$ cat src/rtl/sipo_rx_if.sv
// ============================================================================
// sipo_rx_if : serial line plus parallel result bus of the UART receiver
// Revision   : 1.0
// ============================================================================
`default_nettype none

interface sipo_rx_if;
   logic       data_rx;
   logic [7:0] data_out;
   logic       valid;
   logic       parity_err;
   logic       frame_err;
   logic       active_flag;

   modport master (
      output data_rx,
      input  data_out,
      input  valid,
      input  parity_err,
      input  frame_err,
      input  active_flag
   );

   modport slave (
      input  data_rx,
      output data_out,
      output valid,
      output parity_err,
      output frame_err,
      output active_flag
   );
endinterface

`default_nettype wire

$ cat src/rtl/sipo_rx.sv
// ============================================================================
// sipo_rx : oversampling UART receiver (start, 8 data LSB first, parity, stop)
// Option  : SIPO_RX_MAJORITY_EN selects 2-of-3 majority bit sampling
// Revision: 1.0
// ============================================================================
`default_nettype none

module sipo_rx #(
   parameter int OVERSAMPLE = 16,
   parameter int PARITY_ODD = 0
) (
   input  wire         baud_clk,
   input  wire         reset_n,
   sipo_rx_if.slave    bus
);

   localparam int TICK_W = $clog2(OVERSAMPLE);
   localparam logic [TICK_W-1:0] c_TICK_MID  = TICK_W'(OVERSAMPLE / 2 - 1);
   localparam logic [TICK_W-1:0] c_TICK_LAST = TICK_W'(OVERSAMPLE - 1);
   localparam logic              c_PAR_ODD   = (PARITY_ODD != 0);

   localparam logic [2:0] c_IDLE   = 3'd0;
   localparam logic [2:0] c_START  = 3'd1;
   localparam logic [2:0] c_DATA   = 3'd2;
   localparam logic [2:0] c_PARITY = 3'd3;
   localparam logic [2:0] c_STOP   = 3'd4;
   localparam logic [2:0] c_BREAK  = 3'd5;

   logic              r_sync1;
   logic              r_sync2;
   logic [2:0]        r_state;
   logic [2:0]        w_next_state;
   logic [TICK_W-1:0] r_tick;
   logic [2:0]        r_bit_cnt;
   logic [7:0]        r_shift;
   logic              r_perr;
   logic [7:0]        r_data_out;
   logic              r_valid;
   logic              r_parity_err;
   logic              r_frame_err;
   logic              w_active;
   logic              w_bit;
   logic              w_mid;
   logic              w_last;

   always_ff @(posedge baud_clk or negedge reset_n) begin
      if (!reset_n) begin
         r_sync1 <= 1'b1;
         r_sync2 <= 1'b1;
      end else begin
         r_sync1 <= bus.data_rx;
         r_sync2 <= r_sync1;
      end
   end

`ifdef SIPO_RX_MAJORITY_EN
   // r_hist holds rx_s from one and two cycles before the sample tick
   logic [1:0] r_hist;

   always_ff @(posedge baud_clk or negedge reset_n) begin
      if (!reset_n) begin
         r_hist <= 2'b11;
      end else begin
         r_hist <= {r_hist[0], r_sync2};
      end
   end

   assign w_bit = (r_hist[1] & r_hist[0]) | (r_hist[1] & r_sync2) | (r_hist[0] & r_sync2);
`else
   assign w_bit = r_sync2;
`endif

   assign w_mid  = (r_tick == c_TICK_MID);
   assign w_last = (r_tick == c_TICK_LAST);

   always_ff @(posedge baud_clk or negedge reset_n) begin
      if (!reset_n) begin
         r_state <= c_IDLE;
      end else begin
         r_state <= w_next_state;
      end
   end

   always_comb begin
      w_next_state = r_state;
      case (r_state)
         c_IDLE: begin
            if (!r_sync2) w_next_state = c_START;
         end
         c_START: begin
            if (w_mid) w_next_state = w_bit ? c_IDLE : c_DATA;
         end
         c_DATA: begin
            if (w_last && (r_bit_cnt == 3'd7)) w_next_state = c_PARITY;
         end
         c_PARITY: begin
            if (w_last) w_next_state = c_STOP;
         end
         c_STOP: begin
            if (w_last) w_next_state = w_bit ? c_IDLE : c_BREAK;
         end
         c_BREAK: begin
            if (r_sync2) w_next_state = c_IDLE;
         end
         default: w_next_state = c_IDLE;
      endcase
   end

   always_comb begin
      w_active = 1'b0;
      if (r_state != c_IDLE) w_active = 1'b1;
   end

   // Tick restarts at mid-start so every later sample lands on a bit centre
   always_ff @(posedge baud_clk or negedge reset_n) begin
      if (!reset_n) begin
         r_tick       <= '0;
         r_bit_cnt    <= 3'd0;
         r_shift      <= 8'd0;
         r_perr       <= 1'b0;
         r_data_out   <= 8'd0;
         r_valid      <= 1'b0;
         r_parity_err <= 1'b0;
         r_frame_err  <= 1'b0;
      end else begin
         r_valid <= 1'b0;
         if ((r_state == c_IDLE) || (r_state == c_BREAK)) begin
            r_tick <= '0;
         end else if (((r_state == c_START) && w_mid) || w_last) begin
            r_tick <= '0;
         end else begin
            r_tick <= r_tick + 1'b1;
         end

         case (r_state)
            c_START: begin
               if (w_mid) r_bit_cnt <= 3'd0;
            end
            c_DATA: begin
               if (w_last) begin
                  r_shift   <= {w_bit, r_shift[7:1]};
                  r_bit_cnt <= r_bit_cnt + 3'd1;
               end
            end
            c_PARITY: begin
               if (w_last) r_perr <= (^r_shift) ^ w_bit ^ c_PAR_ODD;
            end
            c_STOP: begin
               if (w_last) begin
                  r_data_out   <= r_shift;
                  r_parity_err <= r_perr;
                  r_frame_err  <= ~w_bit;
                  r_valid      <= 1'b1;
               end
            end
            default: ;
         endcase
      end
   end

   assign bus.data_out    = r_data_out;
   assign bus.valid       = r_valid;
   assign bus.parity_err  = r_parity_err;
   assign bus.frame_err   = r_frame_err;
   assign bus.active_flag = w_active;

endmodule

`default_nettype wire

$ cat src/flat_wrapper.sv
// flat-port wrapper written by rule: the top's interface ports become plain ports
module sipo_rx_flat 
#(
   parameter int OVERSAMPLE = 16,
   parameter int PARITY_ODD = 0
)
  (baud_clk, reset_n, bus_data_rx, bus_data_out, bus_valid, bus_parity_err, bus_frame_err, bus_active_flag);
  sipo_rx_if bus_i ();
  input  wire baud_clk;
  input  wire reset_n;
  input wire logic [$bits(bus_i.data_rx)-1:0] bus_data_rx;
  output wire logic [$bits(bus_i.data_out)-1:0] bus_data_out;
  output wire logic [$bits(bus_i.valid)-1:0] bus_valid;
  output wire logic [$bits(bus_i.parity_err)-1:0] bus_parity_err;
  output wire logic [$bits(bus_i.frame_err)-1:0] bus_frame_err;
  output wire logic [$bits(bus_i.active_flag)-1:0] bus_active_flag;
  assign bus_i.data_rx = bus_data_rx;
  assign bus_data_out = bus_i.data_out;
  assign bus_valid = bus_i.valid;
  assign bus_parity_err = bus_i.parity_err;
  assign bus_frame_err = bus_i.frame_err;
  assign bus_active_flag = bus_i.active_flag;
  sipo_rx #(.OVERSAMPLE(OVERSAMPLE), .PARITY_ODD(PARITY_ODD)) u_core (.baud_clk(baud_clk), .reset_n(reset_n), .bus(bus_i));
endmodule
$ cat config.mk
export PLATFORM = sky130hd
export DESIGN_NAME = sipo_rx_flat
export DESIGN_NICKNAME = d
export VERILOG_FILES = /design/src/rtl/sipo_rx_if.sv /design/src/rtl/sipo_rx.sv /design/src/flat_wrapper.sv
export SDC_FILE = /design/constraint.sdc
export NUM_CORES = 1
export LEC_CHECK = 0
export BUFFER_PORTS_ARGS = -buffer_cell sky130_fd_sc_hd__buf_4
export CAP_MARGIN = 10
export CORE_ASPECT_RATIO = 0.6
export CORE_MARGIN = 1
export CORE_UTILIZATION = 40
export DETAILED_ROUTE_END_ITERATION = 6
export MAX_ROUTING_LAYER = met4
export SLEW_MARGIN = 40
export SYNTH_ARGS = -nofsm -noshare
export SYNTH_HDL_FRONTEND = slang
export SYNTH_SLANG_ARGS = --single-unit
$ cat constraint.sdc
create_clock -name baud_clk -period 2.4 [get_ports baud_clk]
set_input_delay 0.48 -clock baud_clk [delete_from_list [all_inputs] [get_ports baud_clk]]
set_output_delay 0.48 -clock baud_clk [all_outputs]
set_load 0.1 [all_outputs]
# Word-level counts from Yosys, hierarchy flattened
# Cells that the tools add are included.
# word_totals
register_bits,32
word_cells,60
out_inout_bits,12
# classes
eq_ne,15
mux,17
reduce_logical,13
n_addsub,2
bitwise,2
# op_table
op,n
$mux 3,9
$pmux 3 s6,1
$ne 2x1->1 const B,6
$eq 3x3->1 const B,3
$mux 4,2
$reduce_xor 8->1,1
$eq 3x2->1 const B,2
$pmux 3 s2,1
$reduce_and 2->1,3
$reduce_and 6->1,1
$add 4x1->4 const B,1
$eq 4x3->1 const B,1
$eq 4x4->1 const B,1
$add 3x1->3 const B,1
$eq 3x1->1 const B,1
$logic_not 3->1,1
$mux 1,3
$reduce_and 3->1,1
$reduce_bool 3->1,1
$logic_and 1x1->1,2
$logic_or 1x1->1,2
$mux 2,1
$ne 2x2->1 const B,1
$reduce_bool 2->1,1
2 further kinds,2

# Logic depth before layout (Yosys ltp)
# depth
depth_word,5
mapped_depth,6

# Worst setup path after synthesis
# No wires, ideal clock.
# synth_timing
path_kind,register to register
start,register u_core.r_bit_cnt[0] (netlist name)
end,register u_core.r_perr
path_slack_ns,0.698
arrival_time_ns,1.577
path_stages_with_launch,7
n_path_buf,0
setup_ns,0.125
synth_period_minus_slack_ns,1.702
required_ns,2.275
path_cell_list,dfrtp_1 -> ha_1 -> ha_1 -> nor4b_2 -> o22ai_2 -> nor3b_2 -> mux2_4
# synth_lines
item,line,text
end signal: assignment,sipo_rx.sv:146,if (w_last) r_perr <= (^r_shift) ^ w_bit ^ c_PAR_ODD;
end: declaration,sipo_rx.sv:36,logic r_perr;

# Worst setup path in the final report
# layout_timing
start,register u_core.r_state[1]
end,output bus_active_flag
# layout_between
elab_chain_len,2
# layout_lines
item,line,text
start: declaration,sipo_rx.sv:31,logic [2:0] r_state;
start signal: assignment,sipo_rx.sv:78,r_state <= c_IDLE;
start signal: assignment,sipo_rx.sv:80,r_state <= w_next_state;
$reduce_bool 3->1,sipo_rx.sv:111,if (r_state != c_IDLE) w_active = 1'b1;
$mux 1,sipo_rx.sv:111,
end: declaration,flat_wrapper.sv:16,output wire logic [$bits(bus_i.active_flag)-1:0] bus_active_flag;
# Every way passes these cells.

==> impl_metrics.yaml <==
pwr:
  p_sw_share_pct: 33.63
  seqPwrFrac_pct: 42.3
  p_switching_w: 0.0005408
  vdd_drop_max_mv: 0.3330
  p_leak_nw: 0.8929
  p_int_w: 0.001067
  pwr_density_cell_nw_per_um2: 910.8
  power_frac_comb_pct: 25.8
  clkPwrFrac_pct: 31.9
sta:
  max_freq_ghz: 0.5128
  drv_slew: 0
  min_period_ns: 1.950
  worstMarginPinSlew_ns: 0.5451
  final-setup-viol-count: 0
  hold_viol: 0
  slew_headroom_pct: 63.66
  fin_setup_tns_ns: 0
  rsz0062_at_grt: "false"
  timing.hold.ws_ns: 0.1253
  skew_ns: 0.009555
  finalCritPeriodShare_pct: 81.26
synthesis:
  synth_adder_area_share_pct: 2.431
  synth_top_family_by_area: "multiplexers"
  syn_avg_cell_area_um2: 13.43
  synth_area_um2: 1544
  async_flop_share_pct: 100.0
  yosys-top-cells-area: "dfrtp_1, mux2_2, mux2_4"
  syn_nets: 121
  ys_ff_latch: 32
  synth_compound_area_share_pct: 7.374
  yosysWarningCount: 0
  synth_flop_cell: "dfrtp_1"
  yosys.area_share.simple_pct: 13.61
  synthDominantCellAreaShare_pct: 48.62
  syn_inst: 115
  muxShareOfSynthArea_pct: 14.59
  synth_edf_count: 0
  ys_types: 40
  yosysTopAreaCell: "dfrtp_1"
  synth-xor-area-share_pct: 5.997
  seq_area_frac_synth_pct: 52.03
detailed_routing:
  routed_wl_mm: 2.684
  wl_per_cell_um: 14.99
  drtPass1Iterations: 4
  post-route-drc-count: 0
  drtIter0Drc: 76
  num_vias: 935
  postRouteAntennaNets: 0
  routed_via_density: 5.223
setup_path:
  worstPathMaxFanout: 12
  cp_cell_sequence: "inv_1 -> nand2_1 -> buf_4"
  crit_start: "u_core.r_state[1]"
  arrival_ns: 1.47
  critPathCaptureType: "primary output"
  slowest_delay_ns: 0.58
  crit_family: "flip-flops"
  critPathBufInv: 2
  worstSetupStartpointType: "register"
  crit_type: "reg2out"
  worstReg2RegStart: "u_core.r_tick[0]"
  slowest_stage: "dfrtp_1"
  cp.required_ns: 1.92
global_route:
  antenna_found_initial: 0
  grt_pass1_vias: 899
  track_usage_pct: 15.81
  grt-ovfl-total: 0
  grt_max_degree: 33
  grt_pass1_wl_mm: 4.498
clock_network:
  numCtsBuffers: 5
  worstSkewPairLatency_ns: 0.28
  post_cts_resized: 0
  clkSinkCount: 32
  cts_setup_buffers: 0
  clockBufferDepth: 2
  ctsHoldBuffers: 0
  htreeDepth: 2
  cts_tree: "done"
  path_clk_slew_ns: 0.07
  clockRootBuffer: "clkbuf_8"
floorplanning:
  die_x_um: 82.21
  core_area_um2: 3680
  die_h_um: 50.13
  dieArea_um2: 4121
  rows: 17
  top_level_ports: 15
  start_util_pct: 41.96
cells_and_area:
  diodes: 0
  fillCellCount: 329
  syn2layout_area_growth_pct: 14.34
  drive_above_1_share_pct: 38.64
  layout.nets: 137
placement:
  dpl.hpwl_mm: 1.794
  gp_congestion: 0.8505
  numPortBuffers: 14
status:
  outcome: "completed"
worst_hold_path:
  hold_class: "in2async"
flow_run:
  cap_violations: 0
## cells in the mapped netlist, types with 2 or more instances
master / n
nor2_1: 4
mux2_2: 12
buf_6: 4
inv_1: 2
nand3_1: 3
mux2_4: 6
nor2b_1: 2
dfrtp_1: 30
nand2_1: 6
nor3b_2: 2
ha_1: 3
xor2_1: 2
o21ai_0: 3
a21oi_1: 2
xnor2_1: 6
a22o_1: 2
dfstp_2: 2
a21o_1: 2
## power by group through the flow
stage	combinational [W]	sequential, W	clock (W)
5_1_grt	0.000461	0.000689	0.000548
2_1_floorplan	0.000413	0.000634	0
6_report	0.000415	0.000680	0.000514
4_1_cts	0.000415	0.000676	0.000528
3_5_place_dp	0.000412	0.000687	0
3_3_place_gp	0.000411	0.000681	0
## layout make-up
type | count | area, µm² | area share (%)
flip-flops and latches | 32 | 803.3 | 45.50
clock buffers | 6 | 72.57 | 4.111
well taps | 47 | 58.81 | 3.331
multi-input cells | 75 | 679.4 | 38.48
inverters | 3 | 11.26 | 0.6378
repair buffers | 14 | 105.1 | 5.953
clock inverters | 2 | 35.03 | 1.984
## per-layer routing
| metal | global-route usage, % | wire, µm | up-vias | share of wire [%] |
|---|---|---|---|---|
| li1 | - | - | 440 | - |
| met1 | 23.40 | 1478 | 474 | 55 |
| met2 | 19.83 | 1084 | 17 | 40 |
| met3 | 5.556 | 95 | 4 | 3.5 |
| met4 | 4.386 | 25 | 0 | 0.93 |
| met5 | - | 0 | - | 0 |
## worst reg2reg max path: stages (launching register included)
cell     delay [ns]
dfrtp_1        0.37
ha_1           0.27
nand3_2        0.16
o22ai_2        0.34
nor3b_2        0.32
mux2_4         0.32
## final timing paths
| check | end | slack (ns) | depth (start not counted) |
|---|---|---|---|
| max | bus_active_flag | 0.45 | 3 |
| min | u_core.bus.data_out[0] | 0.13 | 1 |
| max reg2reg | u_core.r_perr | 0.53 | 5 |
| min reg2reg | u_core.r_sync2 | 0.36 | 0 |
| max in group asynchronous | u_core.r_sync1 | 1.94 | 1 |
| min in group baud_clk | u_core.r_sync1 | 0.30 | 1 |
## state kept, by name, summed over array words and instances (netlist names)
name and flops:
u_core.r_shift 8, u_core.bus.frame_err 1, u_core.r_state 3, u_core.bus.parity_err 1
u_core.r_perr 1, u_core.r_tick 4, u_core.r_sync2 1, u_core.r_bit_cnt 3
u_core.r_sync1 1, u_core.bus.data_out 8, u_core.bus.valid 1
## per-stage QoR
step | total power [W] | utilization, % | instances | cell area [µm²] | worst slack [ns]
final | 0.001608 | 47.98 | 179 | 1765 | 0.4497
after global placement | 0.001092 | 45.05 | 171 | 1658 | 0.5491
after CTS | 0.001619 | 47.98 | 179 | 1765 | 0.4801
after detailed placement | 0.001099 | 45.05 | 171 | 1658 | 0.5318
after floorplan | 0.001046 | - | 115 | 1544 | 0.6977
after global routing | 0.001697 | 47.98 | 179 | 1765 | 0.3751
## logic make-up after synthesis
family	after synthesis
adders and majority gates	3
and+or+nand+nor	30
DFF	32
muxes	18
AOI/OAI and AO/OA	15
buffers and inverters	8
xor gates and xnor gates	9
## layout by cell type (no fill, tap or decap), types with 2 or more instances in the layout
| master | Yosys | layout |
|---|---|---|
| mux2_2 | 12 | 12 |
| clkbuf_8 | 0 | 5 |
| inv_1 | 2 | 2 |
| ha_1 | 3 | 3 |
| a21o_1 | 2 | 2 |
| buf_4 | 0 | 14 |
| dfrtp_1 | 30 | 30 |
| mux2_4 | 6 | 6 |
| xnor2_1 | 6 | 6 |
| nor2b_1 | 2 | 2 |
| nor3b_2 | 2 | 2 |
| nor2_1 | 4 | 4 |
| nand3_1 | 3 | 3 |
| a21oi_1 | 2 | 2 |
| dfstp_2 | 2 | 2 |
| o21ai_0 | 3 | 3 |
| a22o_1 | 2 | 2 |
| nand2_1 | 6 | 6 |
| xor2_1 | 2 | 2 |
Note: power is estimated with default switching activity, not from simulation.
